<file path="src/rtl/load_pkg.sv">
// rtl/load_pkg.sv - shared op encodings, FSM states and fault check for load_ext_ctrl
package load_pkg;

  localparam logic [2:0] OP_LW  = 3'b000;
  localparam logic [2:0] OP_LH  = 3'b001;
  localparam logic [2:0] OP_LHU = 3'b010;
  localparam logic [2:0] OP_LB  = 3'b011;
  localparam logic [2:0] OP_LBU = 3'b100;

  typedef enum logic [1:0] {
    ST_IDLE = 2'd0,
    ST_REQ  = 2'd1,
    ST_DONE = 2'd2
  } state_e;

  // True when the request must be rejected without touching memory.
  function automatic logic load_fault(input logic [2:0] op, input logic [1:0] lsb);
    case (op)
      OP_LW:          return lsb != 2'b00;
      OP_LH, OP_LHU:  return lsb[0];
      OP_LB, OP_LBU:  return 1'b0;
      default:        return 1'b1;
    endcase
  endfunction

endpackage

</file>
<file path="src/rtl/ext_unit.sv">
// rtl/ext_unit.sv - sign/zero extension of a WIDTH-bit value to 32 bits
module ext_unit #(
  parameter int WIDTH = 8
) (
  input  logic [WIDTH-1:0] a,
  input  logic             sign,
  output logic [31:0]      y
);

  assign y = {{(32-WIDTH){sign & a[WIDTH-1]}}, a};

endmodule

</file>
<file path="src/rtl/load_ext_ctrl.sv">
// rtl/load_ext_ctrl.sv - single-outstanding load controller: alignment check, memory read, lane select, extension
module load_ext_ctrl
  import load_pkg::*;
#(
  parameter int ADDR_W = 32
) (
  input  logic              clk,
  input  logic              rst,
  input  logic              start,
  input  logic [2:0]        op,
  input  logic [ADDR_W-1:0] addr,
  output logic              busy,
  output logic              done,
  output logic              err,
  output logic [31:0]       rdata,
  output logic              mem_req,
  output logic [ADDR_W-1:0] mem_addr,
  input  logic              mem_ack,
  input  logic [31:0]       mem_rdata
);

  state_e            state_q;
  logic [2:0]        op_q;
  logic [1:0]        lane_q;
  logic              busy_q;
  logic              done_q;
  logic              err_q;
  logic              mem_req_q;
  logic [ADDR_W-1:0] mem_addr_q;
  logic [31:0]       rdata_q;

  logic [7:0]  byte_lane;
  logic [15:0] half_lane;
  logic [31:0] byte_ext;
  logic [31:0] half_ext;
  logic [31:0] load_data_d;

  assign byte_lane = mem_rdata[{lane_q, 3'b000} +: 8];
  assign half_lane = lane_q[1] ? mem_rdata[31:16] : mem_rdata[15:0];

  ext_unit #(.WIDTH(8)) u_ext_byte (
    .a    (byte_lane),
    .sign (op_q == OP_LB),
    .y    (byte_ext)
  );

  ext_unit #(.WIDTH(16)) u_ext_half (
    .a    (half_lane),
    .sign (op_q == OP_LH),
    .y    (half_ext)
  );

  always_comb begin
    load_data_d = mem_rdata;
    case (op_q)
      OP_LB, OP_LBU: load_data_d = byte_ext;
      OP_LH, OP_LHU: load_data_d = half_ext;
      default:       load_data_d = mem_rdata;
    endcase
  end

  // All outputs are registered and set on entry to the state that owns them.
  always_ff @(posedge clk or posedge rst) begin
    if (rst) begin
      state_q    <= ST_IDLE;
      op_q       <= OP_LW;
      lane_q     <= 2'b00;
      busy_q     <= 1'b0;
      done_q     <= 1'b0;
      err_q      <= 1'b0;
      mem_req_q  <= 1'b0;
      mem_addr_q <= '0;
      rdata_q    <= 32'h0;
    end else begin
      case (state_q)
        ST_IDLE: begin
          done_q <= 1'b0;
          err_q  <= 1'b0;
          if (start) begin
            busy_q <= 1'b1;
            if (load_fault(op, addr[1:0])) begin
              state_q <= ST_DONE;
              done_q  <= 1'b1;
              err_q   <= 1'b1;
            end else begin
              state_q    <= ST_REQ;
              mem_req_q  <= 1'b1;
              op_q       <= op;
              lane_q     <= addr[1:0];
              mem_addr_q <= {addr[ADDR_W-1:2], 2'b00};
            end
          end
        end
        ST_REQ: begin
          if (mem_ack) begin
            state_q   <= ST_DONE;
            mem_req_q <= 1'b0;
            done_q    <= 1'b1;
            rdata_q   <= load_data_d;
          end
        end
        ST_DONE: begin
          state_q <= ST_IDLE;
          busy_q  <= 1'b0;
          done_q  <= 1'b0;
          err_q   <= 1'b0;
        end
        default: begin
          state_q   <= ST_IDLE;
          busy_q    <= 1'b0;
          done_q    <= 1'b0;
          err_q     <= 1'b0;
          mem_req_q <= 1'b0;
        end
      endcase
    end
  end

  assign busy     = busy_q;
  assign done     = done_q;
  assign err      = err_q;
  assign rdata    = rdata_q;
  assign mem_req  = mem_req_q;
  assign mem_addr = mem_addr_q;

endmodule
</file>
<file path="config.mk">
export PLATFORM = sky130hd
export DESIGN_NAME = load_ext_ctrl
export DESIGN_NICKNAME = d
export VERILOG_FILES = /design/src/rtl/load_pkg.sv /design/src/rtl/ext_unit.sv /design/src/rtl/load_ext_ctrl.sv
export SDC_FILE = /design/constraint.sdc
export NUM_CORES = 1
export LEC_CHECK = 0
export CORE_MARGIN = 2
export CORE_UTILIZATION = 55
export CTS_BUF_LIST = sky130_fd_sc_hd__clkbuf_8
export CTS_CLUSTER_DIAMETER = 30
export DETAILED_ROUTE_END_ITERATION = 12
export DONT_BUFFER_PORTS = 1
export PLACE_DENSITY_LB_ADDON = 0.1
export SLEW_MARGIN = 20
export SYNTH_ARGS = -nofsm -noshare
export SYNTH_HDL_FRONTEND = slang
export SYNTH_SLANG_ARGS = --single-unit
</file>
<file path="constraint.sdc">
create_clock -name clk -period 2.9 [get_ports clk]
set_input_delay 0.435 -clock clk [delete_from_list [all_inputs] [get_ports clk]]
set_output_delay 0.435 -clock clk [all_outputs]
set_load 0.05 [all_outputs]
</file>
# --- Word level (Yosys, flattened, before mapping) ---
# Index checks and enable logic that the tools add are counted.
word_totals:
  ff_bits: 73
  in_bits: 71
  output_inout_bits: 68
  wordCells: 60
op_classes:
  eq_ne: 13
  shift: 1
  mux: 20
  bitwise_logic: 5
  n_reduce_logical: 12
ops:
  columns: ["cell", "n"]
  rows:
  - ["$pmux W32 S2", 1]
  - ["$shiftx A32 B6 Y8", 1]
  - ["$mux W16", 1]
  - ["$eq A3 B2 Y1 const B", 4]
  - ["$mux W1", 9]
  - ["$reduce_or A2 Y1", 4]
  - ["$eq A3 B1 Y1 const B", 2]
  - ["$eq A3 B3 Y1 const B", 2]
  - ["$mux W2", 3]
  - ["$ne A2 B2 Y1 const B", 3]
  - ["$pmux W1 S2", 3]
  - ["$pmux W1 S3", 2]
  - ["$reduce_and A2 Y1", 3]
  - ["$pmux W2 S2", 1]
  - ["$reduce_and A4 Y1", 1]
  - ["$logic_not A3 Y1", 1]
  - ["$not A1 Y1", 3]
  - ["$reduce_and A3 Y1", 1]
  - ["$and A1 B1 Y1", 2]
  - ["$eq A2 B1 Y1 const B", 1]
  - ["$eq A2 B2 Y1 const B", 1]
  - ["$logic_not A2 Y1", 1]
  - ["$reduce_bool A2 Y1", 1]

# --- Logic depth before layout (Yosys ltp) ---
# Gate-level depths: netlist of run 1.
logic_depth:
  word_depth: 8
  ltp_mapped: 7
  depth_no_buf: 5

# --- By module ---
# Synthesis of run 1 repeated with hierarchy kept, for this count alone.
unflattened:
  hier_cells: 531
  hier_area_um2: 5356.4
by_module_without_submodules:
  columns: ["mod", "n_inst", "cells_per_inst", "area_each_um2", "seq_area_each_um2"]
  rows:
  - ["load_ext_ctrl", 1, 467, 4878.4, 1826.8]
  - ["ext_unit", 2, 32, 239.0, 0.0]

# --- Worst setup path before layout of run 1 ---
# OpenSTA, ideal clock, no wires.
synth_path:
  kind: "in2reg"
  start: "in op[0]"
  end: "reg lane_q[0]"
  setup_ns: 0.125
  t_arrival_ns: 1.589
  required_ns: 2.775
  slack_ns: 1.185
  cell_stages: 6
  n_path_buf: 2
  cell_sequence: "or2_2 o221ai_2 or2_1 buf_6 buf_6 mux2_4"
synth_via:
  elab_chain_len: 7
  elab_cells_between_ends: 12
  classes_between: "eq/ne: 4; mux: 3; bitwise: 1; reduce/logical: 4"
synth_rtl:
  columns: ["element", "line", "source"]
  rows:
  - ["start: declaration", "load_ext_ctrl.sv:10", "input logic [2:0] op,"]
  - ["$eq A3 B2 Y1, or another cell as far along", "load_pkg.sv:18", "case (op)"]
  - ["$reduce_or A2 Y1", "load_pkg.sv:18", null]
  - ["$pmux W1 S3 *", "load_pkg.sv:18", null]
  - ["$mux W1 *", "load_ext_ctrl.sv:79", "if (start) begin"]
  - ["$mux W1 *", "load_ext_ctrl.sv:75", "case (state_q)"]
  - ["$not A1 Y1 (no source line) *", null, null]
  - ["$reduce_and A3 Y1 (no source line) *", null, null]
  - ["end signal: assignment", "load_ext_ctrl.sv:89", "lane_q <= addr[1:0];"]
  - ["end: declaration", "load_ext_ctrl.sv:24", "logic [1:0] lane_q;"]
# Mark *: on every way between the ends. The rest lies on a longest branch, timed or not. The select of a mux whose other input is x is not followed.
# A chain may end at the register's enable or synchronous reset.

# --- Worst setup path in the final report of run 1 ---
layout_path:
  start: "reg lane_q[1]"
  end: "reg rdata_q[15], in the netlist rdata[15]"
layout_via:
  elab_chain_len: 3
  elab_cells_between_ends: 4
  classes_between: "shift: 1; mux: 2; bitwise: 1"
layout_rtl:
  columns: ["element", "line", "source"]
  rows:
  - ["$shiftx A32 B6 Y8", "load_ext_ctrl.sv:38", "assign byte_lane = mem_rdata[{lane_q, 3'b000} +: 8];"]
  - ["$and A1 B1 Y1", "ext_unit.sv:10", "assign y = {{(32-WIDTH){sign & a[WIDTH-1]}}, a};"]
  - ["$pmux W32 S2 *", "load_ext_ctrl.sv:55", "case (op_q)"]
  - ["end signal: assignment", "load_ext_ctrl.sv:99", "rdata_q <= load_data_d;"]
  - ["end: declaration", "load_ext_ctrl.sv:30", "logic [31:0] rdata_q;"]
# Mark *: on every way between the ends. The rest lies on a longest branch, timed or not.

==> results of run 1 <==
[cell usage after synthesis (2+ instances only)]
cell      number  share of area [%]
dfrtp_1       73                 50
nor2_1        50                5.2
a21oi_1       45                6.2
nand2_1       30                3.1
mux2_4        25                 10
o21ai_0       21                2.9
inv_1         15                1.6
mux2i_1       10                2.8
buf_2          8                1.1
clkbuf_1       8               0.83
a221oi_1       7                1.7
mux2_2         7                2.2
o221ai_1       7                1.7
buf_4          4               0.83
a31oi_1        2               0.35
a32o_1         2               0.55
and2_1         2               0.35
buf_12         2                1.1
buf_6          2               0.62
nand3_1        2               0.28
nand3b_1       2               0.41
nor2b_1        2               0.35
[layout by cell type (no fill, tap or decap), types with 2 or more instances in the layout]
cell type,Yosys,final
dfrtp_1,73,73
nor2_1,50,50
a21oi_1,45,45
nand2_1,30,30
mux2_4,25,25
o21ai_0,21,21
inv_1,15,14
mux2i_1,10,10
clkbuf_8,0,9
mux2_2,7,7
a221oi_1,7,7
o221ai_1,7,7
buf_4,4,6
inv_6,0,3
nand3b_1,2,2
nor2b_1,2,2
and2_1,2,2
inv_2,1,2
or2_2,1,2
a32o_1,2,2
nand3_1,2,2
a31oi_1,2,2
conb_1,1,2
clkinv_4,0,2
buf_12,2,2
[cell families (layout without fill, tap and decap cells)]
kind of cell	Yosys count	in the layout	synth area share, %
multiplexers	43	43	15.68
AND/OR/NAND/NOR	93	93	10.64
buffers and inverters	40	40	6.146
XOR/XNOR	1	1	0.2418
other	1	2	0.1035
flip-flops	73	73	50.41
AO/OA/AOI/OAI	96	96	16.78
[worst max-delay path: cells and delay by family, from the launching register on]
| family | cells | cell delay, ns |
|---|---|---|
| AO/OA/AOI/OAI | 2 | 0.41 |
| buffers and inverters | 1 | 0.22 |
| flip-flops | 1 | 0.83 |
| multiplexers | 2 | 0.56 |
[per-stage QoR]
| stage | cell area [um2] | util (%) | cells |
|---|---|---|---|
| floorplan | 3627 | - | 348 |
| global placement | 3646 | 57.42 | 409 |
| detailed placement | 3646 | 57.42 | 409 |
| CTS | 3832 | 60.35 | 425 |
| global route | 3832 | 60.35 | 425 |
| finish | 3832 | 60.35 | 425 |
[routing by layer]
layer / track usage [%] / share of wire (%) / up-vias
li1: - / - / 1204
met1: 31.05 / 43 / 1223
met3: 5.156 / 8.0 / 11
met5: 0 / 0 / -
met2: 35.16 / 48 / 106
met4: 8.658 / 1.7 / 0
[state kept, by name, indices dropped and copies added, names as in the netlist]
| name | cells |
|---|---|
| state_q | 2 |
| rdata | 32 |
| busy | 1 |
| op_q | 3 |
| mem_addr | 30 |
| err | 1 |
| mem_req | 1 |
| done | 1 |
| lane_q | 2 |
[path summary, 6_finish.rpt]
| path | endpoint | slack [ns] | from | cells after the start |
|---|---|---|---|---|
| max in group asynchronous | mem_addr[25] | 2.14 | rst | 2 |
| hold / removal | mem_addr[11] | 0.08 | rst | 1 |
| setup reg to reg | rdata[15] | 0.77 | lane_q[1] | 5 |
| setup / recovery | rdata[15] | 0.77 | lane_q[1] | 5 |
| hold reg to reg | busy | 0.56 | state_q[1] | 1 |
| min in group clk | state_q[0] | 0.19 | mem_ack | 1 |
[area by class of cell]
class	instances	area (um2)	area share (%)
Inverter	16	60.06	1.567
Timing Repair Buffer	8	85.08	2.220
Tap cell	77	96.34	2.514
Clock inverter	7	62.56	1.632
Sequential cell	73	1827	47.67
Multi-Input combinational cell	235	1578	41.17
Clock buffer	9	123.9	3.232
[power breakdown]
| group | internal (W) | leakage [nW] | switching, W |
|---|---|---|---|
| Clock | 0.000328 | 0.0927 | 0.000420 |
| Combinational | 0.000648 | 0.792 | 0.000604 |
| Sequential | 0.00144 | 0.852 | 0.00196 |
==> results.json, run 1 <==
{
  "status": "completed",
  "fp-row-count": 29,
  "cts_resized": 0,
  "die_x_um": 85.17,
  "fin_total_pwr_w": 0.005394,
  "maxCapViolCount": 0,
  "drt_iter0_drc": 165,
  "post-dp-hpwl_mm": 5.855,
  "fmax_ghz": 0.4688,
  "clock_latency_ns": 0.35,
  "synth_ff_type": "dfrtp_1",
  "critical_path_class": "register to register",
  "drt_pass1_iterations": 4,
  "worst_pin_slew_ns": 0.7711,
  "fin_ws_ns": 0.7668,
  "p_leak_nw": 1.737,
  "syn2layout_area_growth_pct": 5.767,
  "relSlewSlack_pct": 48.60,
  "routed_wl_mm": 8.161,
  "avgSynthCellArea_um2": 10.44,
  "setup_viol": 0,
  "grt_pass1_wl_mm": 12.95,
  "antenna_found_initial": 0,
  "cts_max_level": 3,
  "vias": 2544,
  "grt-ovfl-total": 0,
  "slew_violations": 0,
  "cts-hold-fix-buffers": 0,
  "finalSetupTns_ns": 0,
  "cp_max_fo": 16,
  "endpoint_kind": "register",
  "cts_buffer_depth": 2,
  "drive_gt1_share_pct": 18.68,
  "cts_setup_buffers": 0,
  "ys_warn_count": 0,
  "synth.distinct_cells": 43,
  "syn_area_um2": 3623,
  "post-route-period-util_pct": 73.56,
  "cp-start-kind": "register",
  "routedWlPerCell_um": 19.20,
  "min_period_ns": 2.133,
  "initial_core_util_pct": 57.06,
  "grt_usage_pct": 22.60,
  "ir_drop_mv": 0.8033,
  "io_buffer_count": 0,
  "n_fill_cell": 550,
  "whs_ns": 0.07586,
  "cp.arrival_ns": 2.37,
  "drtAntennaViolNets": 0,
  "post_synth_inst_count": 347,
  "antenna_cells": 0,
  "final_nets": 414,
  "clkTransAtPathRegs_ns": 0.09,
  "via_per_inst": 5.986,
  "drcViolationCount": 0,
  "ys_seq_area_share_pct": 50.41,
  "pin_count": 139,
  "hold_viol": 0,
  "die_h_um": 85.17,
  "dieArea_um2": 7253,
  "cp_slowest_stage_delay_ns": 0.83,
  "p_per_area_nw_per_um2": 1407,
  "root_buffer": "clkbuf_8",
  "ys_seq_elements": 73,
  "core_um2": 6350,
  "ys_async_sr_fraction_pct": 100.0,
  "required_ns": 3.13,
  "rsz0062_at_grt": "false",
  "cts_tree": "built",
  "gp_congestion": 0.8340,
  "hp-class": "primary input to asynchronous set/reset pin",
  "grt_max_degree": 41,
  "fin_skew_ns": 0.008718,
  "clock-sinks": 73,
  "cts_buffers": 9,
  "post-place-ws_ns": 0.7913,
  "grt_pass1_vias": 2506,
  "path_cells": "mux2i_2 > mux2i_1 > a21oi_1 > buf_4 > a31oi_1",
  "synth_edf_count": 0,
  "crit_path_top_delay_cell": "dfrtp_1"
}
Note: power is estimated with default switching activity, not from simulation.
==> run 2: changes to the inputs <==
- ABC_AREA: not set -> 1
- clock period: 2.9 -> 2 ns (I/O delays scaled with it)
==> results.json, run 2 <==
{
  "yosys-top-cells-area": "dfrtp_1, nand2_1, nand3_1",
  "seqCellArea_um2": 1827,
  "cts_buffer_depth": 2,
  "required_ns": 2.23,
  "worst_pin_slew_ns": 0.6980,
  "netlist.area_leader.share_pct": 43.99,
  "post-synth-top-area-cell": "dfrtp_1",
  "final_cells": 657,
  "ys_seq_elements": 73,
  "post-route-period-util_pct": 87.58,
  "grt-ovfl-total": 0,
  "synth_ff_type": "dfrtp_1",
  "routedLengthMet1_mm": 4.005,
  "relSlewSlack_pct": 53.37,
  "drt_pass1_iterations": 4,
  "p_int_w": 0.003562,
  "clkTransAtPathRegs_ns": 0.08,
  "n_fill_cell": 730,
  "gp_congestion": 0.7837,
  "avgSynthCellArea_um2": 7.311,
  "synth.distinct_cells": 24,
  "antenna_cells": 0,
  "cts_buffers": 9,
  "final_nets": 624,
  "multi_input_area_um2": 1863,
  "whs_path_depth": 1,
  "cts_setup_buffers": 0,
  "post-dp-hpwl_mm": 7.116,
  "pin_count": 139,
  "drtAntennaViolNets": 0,
  "cp.arrival_ns": 1.99,
  "clock-sinks": 73,
  "io_buffer_count": 0,
  "p_clk_share_pct": 16.2,
  "fmax_ghz": 0.5709,
  "finalSetupTns_ns": 0,
  "endpoint_kind": "register",
  "syn_area_um2": 4153,
  "antenna_found_initial": 0,
  "maxUsedRoutingLayer": "met4",
  "routed_wl_mm": 10.34,
  "largest_reg_flops": 32,
  "p_leak_nw": 2.413,
  "cp-start-kind": "register",
  "drt_iter0_drc": 222,
  "die_h_um": 90.90,
  "ys_warn_count": 0,
  "final_common_cell": "nand2_1",
  "fp-row-count": 31,
  "slew_violations": 0,
  "cts_tree": "built",
  "status": "completed",
  "ir_drop_mv": 0.9530,
  "ys_async_sr_fraction_pct": 100.0,
  "synth_edf_count": 0,
  "ys_seq_area_share_pct": 43.99,
  "post_synth_inst_count": 568,
  "synth_top_cells_by_count": "nand2_1, nand3_1, dfrtp_1",
  "grt_max_degree": 37,
  "hold_viol": 0,
  "p_sw_share_pct": 56.37,
  "maxCapViolCount": 0,
  "grt_usage_pct": 25.70,
  "setup_viol": 0,
  "via_per_inst": 5.522,
  "grt_pass1_vias": 3676,
  "synth_most_common_cell": "nand2_1",
  "routedWlPerCell_um": 15.73,
  "root_buffer": "clkbuf_8",
  "hp-class": "primary input to register",
  "fin_skew_ns": 0.01095,
  "min_period_ns": 1.752,
  "drcViolationCount": 0,
  "wl_met2_mm": 5.172,
  "initial_core_util_pct": 56.95,
  "critical_path_class": "register to register",
  "rr_worst_depth": 7,
  "p_switching_w": 0.004603,
  "p_per_area_nw_per_um2": 1880,
  "drive_gt1_share_pct": 9.498,
  "cp_max_fo": 32,
  "grt_pass1_wl_mm": 17.15,
  "p_comb_share_pct": 27.9,
  "seq_power_share_pct": 55.9,
  "wl_met3_um": 977,
  "dp.cells": 640,
  "core_um2": 7292,
  "vias": 3628,
  "clock_latency_ns": 0.34,
  "cts_max_level": 3,
  "syn2layout_area_growth_pct": 4.610,
  "die_x_um": 90.90,
  "place_area_um2": 4108,
  "rsz0062_at_grt": "false",
  "final_cell_mix": "nand2_1, nand3_1, dfrtp_1",
  "dieArea_um2": 8262,
  "fin_area_um2": 4344
}
-- run 2: changes by cell type in the layout (fill, tap and decap cells not counted), moves of 33 or more --
cell     previous run  this run
nand4_1             0        35
nor2_1             50         3
nand2_1            30       232
a21oi_1            45        10
inv_1              14        47
nand3_1             2        82
-- run 2: worst paths after layout --
kind,to,slack [ns],from
max in group asynchronous,rdata[13],0.86,rst
worst min register to register,lane_q[0],0.53,lane_q[0]
worst max-delay path,rdata[28],0.25,op_q[0]
min in group asynchronous,done,0.54,rst
worst min-delay path,state_q[0],0.06,mem_ack
worst max register to register,rdata[28],0.25,op_q[0]
-- run 2: power groups by stage --
stage	Sequential (W)	Combinational, W	Clock [W]
3_5_place_dp	0.00461	0.00227	0
2_1_floorplan	0.00445	0.00209	0
5_1_grt	0.00464	0.00265	0.00141
4_1_cts	0.00458	0.00228	0.00135
6_report	0.00456	0.00228	0.00132
3_3_place_gp	0.00461	0.00221	0
-- run 2: timing repair --
action / 4_1_cts / 5_1_grt
endpoints found under the hold margin: 30 / 0
endpoints found under the setup margin: 0 / 0
hold buffers: 1 / 0
resized for setup: 0 / 0
-- run 2: metrics by stage --
step	setup slack (ns)	utilization, %	hold slack [ns]	power [W]
finish	0.2483	59.57	0.06324	0.008165
global route	0.06367	59.57	0.07612	0.008697
CTS	0.2494	59.57	0.04995	0.008218
detailed placement	0.2522	56.33	0.3127	0.006881
global placement	0.2958	56.33	0.3017	0.006816
floorplan	0.7519	-	0.4073	0.006540
-- run 2: kinds of logic (layout without fill, tap and decap cells) --
logic type	count (synthesis)	in the layout	synth area share (%)
buffers and inverters	91	80	11.24
other	1	2	0.09030
AND/OR/NAND/NOR	375	375	41.25
AO/OA/AOI/OAI	28	28	3.435
flip-flops	73	73	43.99
-- run 2: area by class of cell --
cell class                      instances  area share [%]
Timing Repair Buffer                   12           2.419
Clock buffer                            9           2.851
Clock inverter                          7           2.362
Inverter                               52           4.579
Sequential cell                        73           42.05
Tap cell                               99           2.851
Multi-Input combinational cell        405           42.89
-- run 2: critical path, cell delays in order, from the launching register on --
cell and delay, ns:
dfrtp_1 0.46, inv_1 0.09, nand2_2 0.09, nand3_2 0.50
nand3_1 0.28, nand3_1 0.10, nand2_1 0.07, nand2_1 0.06
-- run 2: routing by layer --
metal	vias to the layer above	global-route usage [%]
met5	-	0
met4	0	11.11
met3	14	6.761
met2	130	44.78
met1	1705	29.82
li1	1779	-
